===== config.mk =====
export PLATFORM = sky130hd
export DESIGN_NAME = posit_accum_prod_round_16
export DESIGN_NICKNAME = d
export VERILOG_FILES = /design/src/rtl/posit_accum_prod_round_16_pkg.sv /design/src/rtl/posit_accum_prod_round_16_shift_right.sv /design/src/rtl/posit_accum_prod_round_16.sv
export SDC_FILE = /design/constraint.sdc
export NUM_CORES = 1
export LEC_CHECK = 0
export ABC_AREA = 1
export BUFFER_PORTS_ARGS = -buffer_cell sky130_fd_sc_hd__buf_2
export CORE_MARGIN = 3
export CORE_UTILIZATION = 50
export CTS_CLUSTER_DIAMETER = 200
export DETAILED_ROUTE_END_ITERATION = 12
export PLACE_DENSITY = 0.69
export SYNTH_ARGS = -nofsm -noshare
export SYNTH_HDL_FRONTEND = slang
export SYNTH_SLANG_ARGS = --single-unit

===== constraint.sdc =====
create_clock -name clk -period 13 [get_ports clk]
set_input_delay 1.95 -clock clk [delete_from_list [all_inputs] [get_ports clk]]
set_output_delay 1.95 -clock clk [all_outputs]
set_load 0.005 [all_outputs]

===== src/rtl/posit_accum_prod_round_16_pkg.sv =====
`default_nettype none
// ============================================================================
// Module      : posit_accum_prod_round_16_pkg
// Description : Shared definitions for the 16-bit, es=2 posit rounding stage
//               that sits behind the raw product accumulator. Holds the
//               serialized raw-value layout, the scale saturation bounds and
//               the value_accum_prod record used to capture the raw input.
// Contents    : field index constants, scale bounds, shifter geometry,
//               value_accum_prod typedef, unpack_value() helper.
// Revision    : 1.0 - initial release
// ============================================================================
package posit_accum_prod_round_16_pkg;

    // Serialized raw accumulator value: {sgn, scale[8:0], fraction[146:0], inf, zero}
    localparam int POSIT_SERIALIZED_WIDTH_ACCUM_PROD_ES2 = 159;

    localparam int SGN_BIT   = 158;
    localparam int SCALE_MSB = 157;
    localparam int SCALE_LSB = 149;
    localparam int FRAC_MSB  = 148;
    localparam int FRAC_LSB  = 2;
    localparam int INF_BIT   = 1;
    localparam int ZERO_BIT  = 0;

    localparam int SCALE_W = SCALE_MSB - SCALE_LSB + 1;   // 9
    localparam int FRAC_W  = FRAC_MSB - FRAC_LSB + 1;     // 147

    // Largest / smallest scale representable by a 16-bit es=2 posit
    localparam int POSIT16_ES2_MAXSCALE = 56;
    localparam int POSIT16_ES2_MINSCALE = -56;

    // Alignment shifter geometry: {e, fraction, pad} shifted right by the
    // regime length (at most 16, so 6 shift bits are enough).
    localparam int SHIFT_N = 152;
    localparam int SHIFT_S = 6;

    typedef struct packed {
        logic                      sgn;
        logic signed [SCALE_W-1:0] scale;
        logic [FRAC_W-1:0]         fraction;
        logic                      inf;
        logic                      zero;
    } value_accum_prod;

    function automatic value_accum_prod unpack_value(
        input logic [POSIT_SERIALIZED_WIDTH_ACCUM_PROD_ES2-1:0] raw
    );
        value_accum_prod v;
        v.sgn      = raw[SGN_BIT];
        v.scale    = raw[SCALE_MSB:SCALE_LSB];
        v.fraction = raw[FRAC_MSB:FRAC_LSB];
        v.inf      = raw[INF_BIT];
        v.zero     = raw[ZERO_BIT];
        return v;
    endfunction

endpackage : posit_accum_prod_round_16_pkg
`default_nettype wire


===== src/rtl/posit_accum_prod_round_16_shift_right.sv =====
`default_nettype none
// ============================================================================
// Module      : shift_right
// Description : Combinational logarithmic right shifter (zero fill).
// Ports       : i_data  [N-1:0] value to shift
//               i_shamt [S-1:0] shift amount
//               o_data  [N-1:0] i_data >> i_shamt
// Revision    : 1.0 - initial release
// ============================================================================
module shift_right #(
    parameter int N = 152,
    parameter int S = 6
) (
    input  logic [N-1:0] i_data,
    input  logic [S-1:0] i_shamt,
    output logic [N-1:0] o_data
);

    logic [N-1:0] w_stage [0:S];

    assign w_stage[0] = i_data;

    // Stage i shifts by 2**i when bit i of the amount is set
    for (genvar i = 0; i < S; i++) begin : g_stage
        assign w_stage[i+1] = i_shamt[i] ? (w_stage[i] >> (2**i)) : w_stage[i];
    end

    assign o_data = w_stage[S];

endmodule : shift_right
`default_nettype wire


===== src/rtl/posit_accum_prod_round_16.sv =====
`default_nettype none
// ============================================================================
// Module      : posit_accum_prod_round_16
// Description : Converts the raw accumulated value (sgn, scale, fraction,
//               inf, zero) into a 16-bit es=2 posit with round-to-nearest-
//               even and saturation to maxpos/minpos. Three-stage pipeline,
//               one conversion per clock, fixed latency.
// Ports       : clk          system clock, rising edge
//               rst          asynchronous active-high reset
//               in1          raw value {sgn, scale, fraction, inf, zero}
//               start        in1/truncated_in valid this cycle
//               truncated_in accumulator dropped low bits (sticky)
//               result       rounded posit, held between conversions
//               done         one-cycle pulse, result valid
//               inexact      result differs from the exact input
// Revision    : 1.0 - initial release
// ============================================================================
import posit_accum_prod_round_16_pkg::*;

module posit_accum_prod_round_16 #(
    parameter int NBITS = 16,
    parameter int ES    = 2
) (
    input  logic                                             clk,
    input  logic                                             rst,
    input  logic [POSIT_SERIALIZED_WIDTH_ACCUM_PROD_ES2-1:0] in1,
    input  logic                                             start,
    input  logic                                             truncated_in,
    output logic [NBITS-1:0]                                 result,
    output logic                                             done,
    output logic                                             inexact
);

    localparam int MAG_W = NBITS - 1;

    // {e, fraction} is padded with zeros at the bottom to fill the shifter
    localparam int c_pad_w    = SHIFT_N - ES - FRAC_W;
    // Top NBITS bits of the shifted vector form the regime/e/fraction window:
    // MAG_W magnitude bits followed by the guard bit.
    localparam int c_win_lsb  = SHIFT_N - NBITS;
    // Fraction bits below this index can never reach the window, even at the
    // shortest regime; they may be shifted off the bottom, so they are ORed
    // into sticky directly.
    localparam int c_lost_w   = NBITS - c_pad_w;

    localparam logic signed [SCALE_W-1:0] c_max_scale = SCALE_W'(POSIT16_ES2_MAXSCALE);
    localparam logic signed [SCALE_W-1:0] c_min_scale = SCALE_W'(POSIT16_ES2_MINSCALE);

    localparam logic [NBITS-1:0] c_win_ones   = '1;
    localparam logic [NBITS-1:0] c_win_msb    = {1'b1, {(NBITS-1){1'b0}}};
    localparam logic [MAG_W-1:0] c_maxpos_mag = '1;
    localparam logic [MAG_W-1:0] c_minpos_mag = {{(MAG_W-1){1'b0}}, 1'b1};
    localparam logic [NBITS-1:0] c_nar        = {1'b1, {(NBITS-1){1'b0}}};

    // ------------------------------------------------------------------------
    // S1: capture input
    // ------------------------------------------------------------------------
    logic            r_s1_valid;
    value_accum_prod r_s1_val;
    logic            r_s1_trunc;

    // An unknown start must not launch a conversion
    logic w_start_known;
    assign w_start_known = (start === 1'b1);

    always_ff @(posedge clk or posedge rst) begin
        if (rst) begin
            r_s1_valid <= 1'b0;
            r_s1_val   <= '0;
            r_s1_trunc <= 1'b0;
        end else begin
            r_s1_valid <= w_start_known;
            if (w_start_known) begin
                r_s1_val   <= unpack_value(in1);
                r_s1_trunc <= truncated_in;
            end
        end
    end

    // ------------------------------------------------------------------------
    // S2: regime / exponent / fraction window
    // ------------------------------------------------------------------------
    logic signed [SCALE_W-1:0] w_scale;
    logic signed [SCALE_W-1:0] w_k;
    logic                      w_k_neg;
    logic [4:0]                w_k_mag;
    logic [SHIFT_S-1:0]        w_rlen;
    logic [NBITS-1:0]          w_regime;
    logic [ES-1:0]             w_e;
    logic                      w_sat_hi;
    logic                      w_sat_lo;
    logic [SHIFT_N-1:0]        w_shift_in;
    logic [SHIFT_N-1:0]        w_shifted;
    logic [NBITS-1:0]          w_window;
    logic                      w_sticky;

    assign w_scale  = r_s1_val.scale;
    assign w_sat_hi = (w_scale > c_max_scale);
    assign w_sat_lo = (w_scale < c_min_scale);
    assign w_k      = w_scale >>> ES;
    assign w_e      = w_scale[ES-1:0];
    assign w_k_neg  = w_k[SCALE_W-1];

    // |k| fits in 5 bits whenever the value is not saturated; the saturated
    // cases override the window, so truncation there is harmless.
    assign w_k_mag  = w_k_neg ? 5'(-w_k) : 5'(w_k);

    // Regime length including its terminator: k+2 ones/zero or |k|+1 zeros/one
    assign w_rlen   = w_k_neg ? (SHIFT_S'(w_k_mag) + SHIFT_S'(1))
                              : (SHIFT_S'(w_k_mag) + SHIFT_S'(2));

    // k>=0: k+1 leading ones (terminating zero implicit)
    // k<0 : |k| leading zeros then a one
    assign w_regime = w_k_neg ? (c_win_msb >> w_k_mag)
                              : ~(c_win_ones >> (w_k_mag + 5'd1));

    assign w_shift_in = {w_e, r_s1_val.fraction, {c_pad_w{1'b0}}};

    shift_right #(
        .N (SHIFT_N),
        .S (SHIFT_S)
    ) u_shift_right (
        .i_data  (w_shift_in),
        .i_shamt (w_rlen),
        .o_data  (w_shifted)
    );

    // Shifted e/fraction leave the top w_rlen bits clear for the regime
    assign w_window = w_shifted[SHIFT_N-1:c_win_lsb] | w_regime;
    assign w_sticky = (|w_shifted[c_win_lsb-1:0])
                    | (|r_s1_val.fraction[c_lost_w-1:0])
                    | r_s1_trunc;

    logic             r_s2_valid;
    logic             r_s2_sgn;
    logic             r_s2_inf;
    logic             r_s2_zero;
    logic             r_s2_sat_hi;
    logic             r_s2_sat_lo;
    logic [NBITS-1:0] r_s2_window;
    logic             r_s2_sticky;

    always_ff @(posedge clk or posedge rst) begin
        if (rst) begin
            r_s2_valid  <= 1'b0;
            r_s2_sgn    <= 1'b0;
            r_s2_inf    <= 1'b0;
            r_s2_zero   <= 1'b0;
            r_s2_sat_hi <= 1'b0;
            r_s2_sat_lo <= 1'b0;
            r_s2_window <= '0;
            r_s2_sticky <= 1'b0;
        end else begin
            r_s2_valid <= r_s1_valid;
            if (r_s1_valid) begin
                r_s2_sgn    <= r_s1_val.sgn;
                r_s2_inf    <= r_s1_val.inf;
                r_s2_zero   <= r_s1_val.zero;
                r_s2_sat_hi <= w_sat_hi;
                r_s2_sat_lo <= w_sat_lo;
                r_s2_window <= w_window;
                r_s2_sticky <= w_sticky;
            end
        end
    end

    // ------------------------------------------------------------------------
    // S3: round, saturate, negate, drive outputs
    // ------------------------------------------------------------------------
    logic [MAG_W-1:0] w_mag_trunc;
    logic             w_guard;
    logic             w_round_up;
    logic [MAG_W-1:0] w_mag_rnd;
    logic [MAG_W-1:0] w_mag;
    logic [NBITS-1:0] w_signed;
    logic [NBITS-1:0] w_result;
    logic             w_inexact;

    assign w_mag_trunc = r_s2_window[NBITS-1:1];
    assign w_guard     = r_s2_window[0];

    // RNE; maxpos never increments so the carry cannot reach the sign bit
    assign w_round_up  = w_guard & (r_s2_sticky | w_mag_trunc[0])
                       & (w_mag_trunc != c_maxpos_mag);
    assign w_mag_rnd   = w_mag_trunc + MAG_W'(w_round_up);

    always_comb begin
        w_mag = w_mag_rnd;
        if (r_s2_sat_hi) begin
            w_mag = c_maxpos_mag;
        end else if (r_s2_sat_lo || (w_mag_rnd == '0)) begin
            w_mag = c_minpos_mag;
        end
    end

    assign w_signed = r_s2_sgn ? (~{1'b0, w_mag} + NBITS'(1)) : {1'b0, w_mag};

    always_comb begin
        w_result  = w_signed;
        w_inexact = w_guard | r_s2_sticky | r_s2_sat_hi | r_s2_sat_lo;
        if (r_s2_inf) begin
            w_result  = c_nar;
            w_inexact = 1'b0;
        end else if (r_s2_zero) begin
            w_result  = '0;
            w_inexact = 1'b0;
        end
    end

    logic [NBITS-1:0] r_result;
    logic             r_done;
    logic             r_inexact;

    always_ff @(posedge clk or posedge rst) begin
        if (rst) begin
            r_result  <= '0;
            r_done    <= 1'b0;
            r_inexact <= 1'b0;
        end else begin
            r_done <= r_s2_valid;
            if (r_s2_valid) begin
                r_result  <= w_result;
                r_inexact <= w_inexact;
            end
        end
    end

    assign result  = r_result;
    assign done    = r_done;
    assign inexact = r_inexact;

endmodule : posit_accum_prod_round_16
`default_nettype wire


==> results.tsv <==
metric	value	unit
grt_pass1_wl	100	mm
synthCells	3129	
viasPerCell	5.64	
hold_start	r_s2_valid$_DFF_PP0_	
clock_sinks	202	
whs	441	ps
setup_violations	0	
synth_most_common_cell	nand2_1	
powerDensity	158	mW/mm²
postCtsHoldBufs	0	
worstPathArrival	6120	ps
cp_cell_sequence	inv_2, nand2_1, nand2_2, nor2_1, inv_1, ha_1, o21ai_4, buf_4, buf_4, nand3_1, nand2_1, nand2_1, nand3_1, nand2_1, nor2_1, nand3_1, nand2_1, nand2_1, nor2_1, nand2_1, nor2_1, nand3_1, nand2_1, inv_1	
vias	20455	
ant_nets	0	
start_util	0.510	
slew_headroom	0.364	
die_w	197	µm
post_cts_resized	0	
power	0.00309	W
cts_tree	yes	
htreeDepth	1	
antenna_found_initial	0	
crit_path_end_kind	flip-flop	
rsz0062_at_grt	false	
fin_crit	5680	ps
synth_top_area_cell	dfrtp_1	
cts_setup_buffers	0	
dr.first_iter.drc_count	1998	
worst-path-max-fanout	79	
critPathRequiredTime	13440	ps
synth_area_leaders	dfrtp_1, nand2_1, nand3_1	
grt_max_degree	186	
placementRows	69	
timing.final.crit_share	0.437	
drive_gt1_frac	0.0884	
synth_area	0.0182	mm²
slowest_delay	920	ps
cts_buffer_depth	3	
routabilityCongestion	0.977	
grt_pass1_vias	18707	
start_kind	flip-flop	
placed_area	0.0188	mm²
clockRootBuffer	clkbuf_16	
critPathMostFrequentCell	nand2_1	
drc	0	
synth-seq-cells	202	
yosysSeqAreaShare	0.277	
fin_skew	10.7	ps
r2r_cells	24	
p_leak	10.5	nW
worst_pin_slew	954	ps
io_pins	181	
synthTopCellsByCount	nand2_1, nand3_1, o21ai_0	
crit_start	w_scale[8]$_DFFE_PP0P_	
core	0.0357	mm²
syn_to_final_growth	6.96	%
crit_slowest_cell	dfrtp_1	
die_h	197	µm
wire_per_inst	17.2	µm
setup_tns	0	ps
syn_nets	3304	
run_status	complete, no violations	
clk_latency	550	ps
wirelength	62.4	mm
num-nets-final	3327	
irDropWorstVdd	91.2	µV
synth_flop_cell	dfrtp_1	
max_freq	176	MHz
syn_avg_cell_area	5.83	µm²
crit_type	reg -> reg	
synth_edf_count	0	
clk_pin_slew	60	ps
drv_cap	0	
whs_path_depth	0	
dp_hpwl	46.5	mm
slew_violations	0	
portBuffers	180	
drtPass1Iterations	6	
synth_top_area_frac	0.277	
ys_warn_count	0	
dieArea	0.0388	mm²
grt_remaining_overflow	0	
cts_buffers	24	
hold_violations	0	
async_reset_ff_frac	1.00	
hold_class	reg -> reg	
antenna_cells	0	
design_area	0.0195	mm²
synth_cell_types	41	
grt_use_total	0.317	
reg2reg_from	w_scale[8]$_DFFE_PP0P_	
## power breakdown
group / total (W) / leakage, nW / switching, W / internal (W)
logic: 0.00168 / 7.69 / 0.00119 / 0.000487
registers: 0.000756 / 2.44 / 0.0000561 / 0.000700
clock network: 0.000655 / 0.368 / 0.000270 / 0.000385
total: 0.00309 / 10.5 / 0.00151 / 0.00157
## registers in the layout (all words and copies together) (netlist names), 9 cells and up
register / flops
r_s2_window: 16
w_scale: 9
r_s1_val: 150
result: 16
## through the flow
stage | setup WS [ps] | instances | utilization
2_1_floorplan | 5540 | 3129 | -
3_3_place_gp | 7480 | 3587 | 0.525
3_5_place_dp | 7480 | 3587 | 0.525
4_1_cts | 7480 | 3627 | 0.546
5_1_grt | 6830 | 3627 | 0.546
6_report | 7320 | 3627 | 0.546
## cell type report
type                    instances  area [µm²]
repair buffers                197        1040
clock buffers                  35         693
well taps                     461         577
inverters                     275        1040
fillers                      3751       16200
clock inverters                 5        50.0
flip-flops and latches        202        5050
multi-input cells            2452       11100
## critical path: cells and delay by family, from the launching register on
kind / cells / cell delay, ps
simple gates: 17 / 2070
buf+inv: 5 / 1820
flops: 1 / 920
fa+ha+maj: 1 / 450
compound gates: 1 / 230
## routing by layer
layer	up-vias	share of wire	global-route usage
met4	0	0.030	0.0903
met5	-	0	0
met2	722	0.41	0.460
met1	9475	0.48	0.493
met3	95	0.072	0.0417
li1	10163	-	-
## cells in the final DEF (no fill, tap or decap), types with 4 or more instances in the layout
| cell type | instances |
|---|---|
| nand2_1 | 1207 |
| nand3_1 | 603 |
| o21ai_0 | 280 |
| inv_1 | 264 |
| dfrtp_1 | 202 |
| buf_2 | 179 |
| nor2_1 | 135 |
| o21ai_1 | 61 |
| nand4_1 | 26 |
| clkbuf_16 | 25 |
| a21oi_1 | 24 |
| mux2_2 | 19 |
| buf_4 | 17 |
| xor2_1 | 14 |
| ha_1 | 12 |
| a31oi_1 | 11 |
| nor3_1 | 9 |
| clkbuf_1 | 7 |
| inv_2 | 6 |
| nand2_2 | 6 |
| o211ai_1 | 5 |
| nand2_4 | 5 |
| clkinv_2 | 5 |
| nor4_1 | 5 |
| nand3b_1 | 4 |
| or2_2 | 4 |
| clkbuf_8 | 4 |
## worst paths after layout
path,endpoint,slack [ps]
max,r_s2_sticky$_DFFE_PP0P_,7320
min,done$_DFF_PP0_,440
max reg2reg,r_s2_sticky$_DFFE_PP0P_,7320
min reg2reg,done$_DFF_PP0_,440
max in group asynchronous,r_s1_val[60]$_DFFE_PP0P_,9490
min in group asynchronous,r_s1_val[21]$_DFFE_PP0P_,1460
## cell families (layout without fill, tap and decap cells)
kind of cell             count (synthesis)  in the layout  synth area share
buffers and inverters                  475            512             0.118
flip-flops                             202            202             0.277
XOR/XNOR                                16             16           0.00768
multiplexers                            19             19            0.0117
AO/OA/AOI/OAI                          393            393             0.111
adder cells (fa/ha/maj)                 12             12           0.00823
AND/OR/NAND/NOR                       2012           2012             0.465
(Power assumes the default switching activity.)
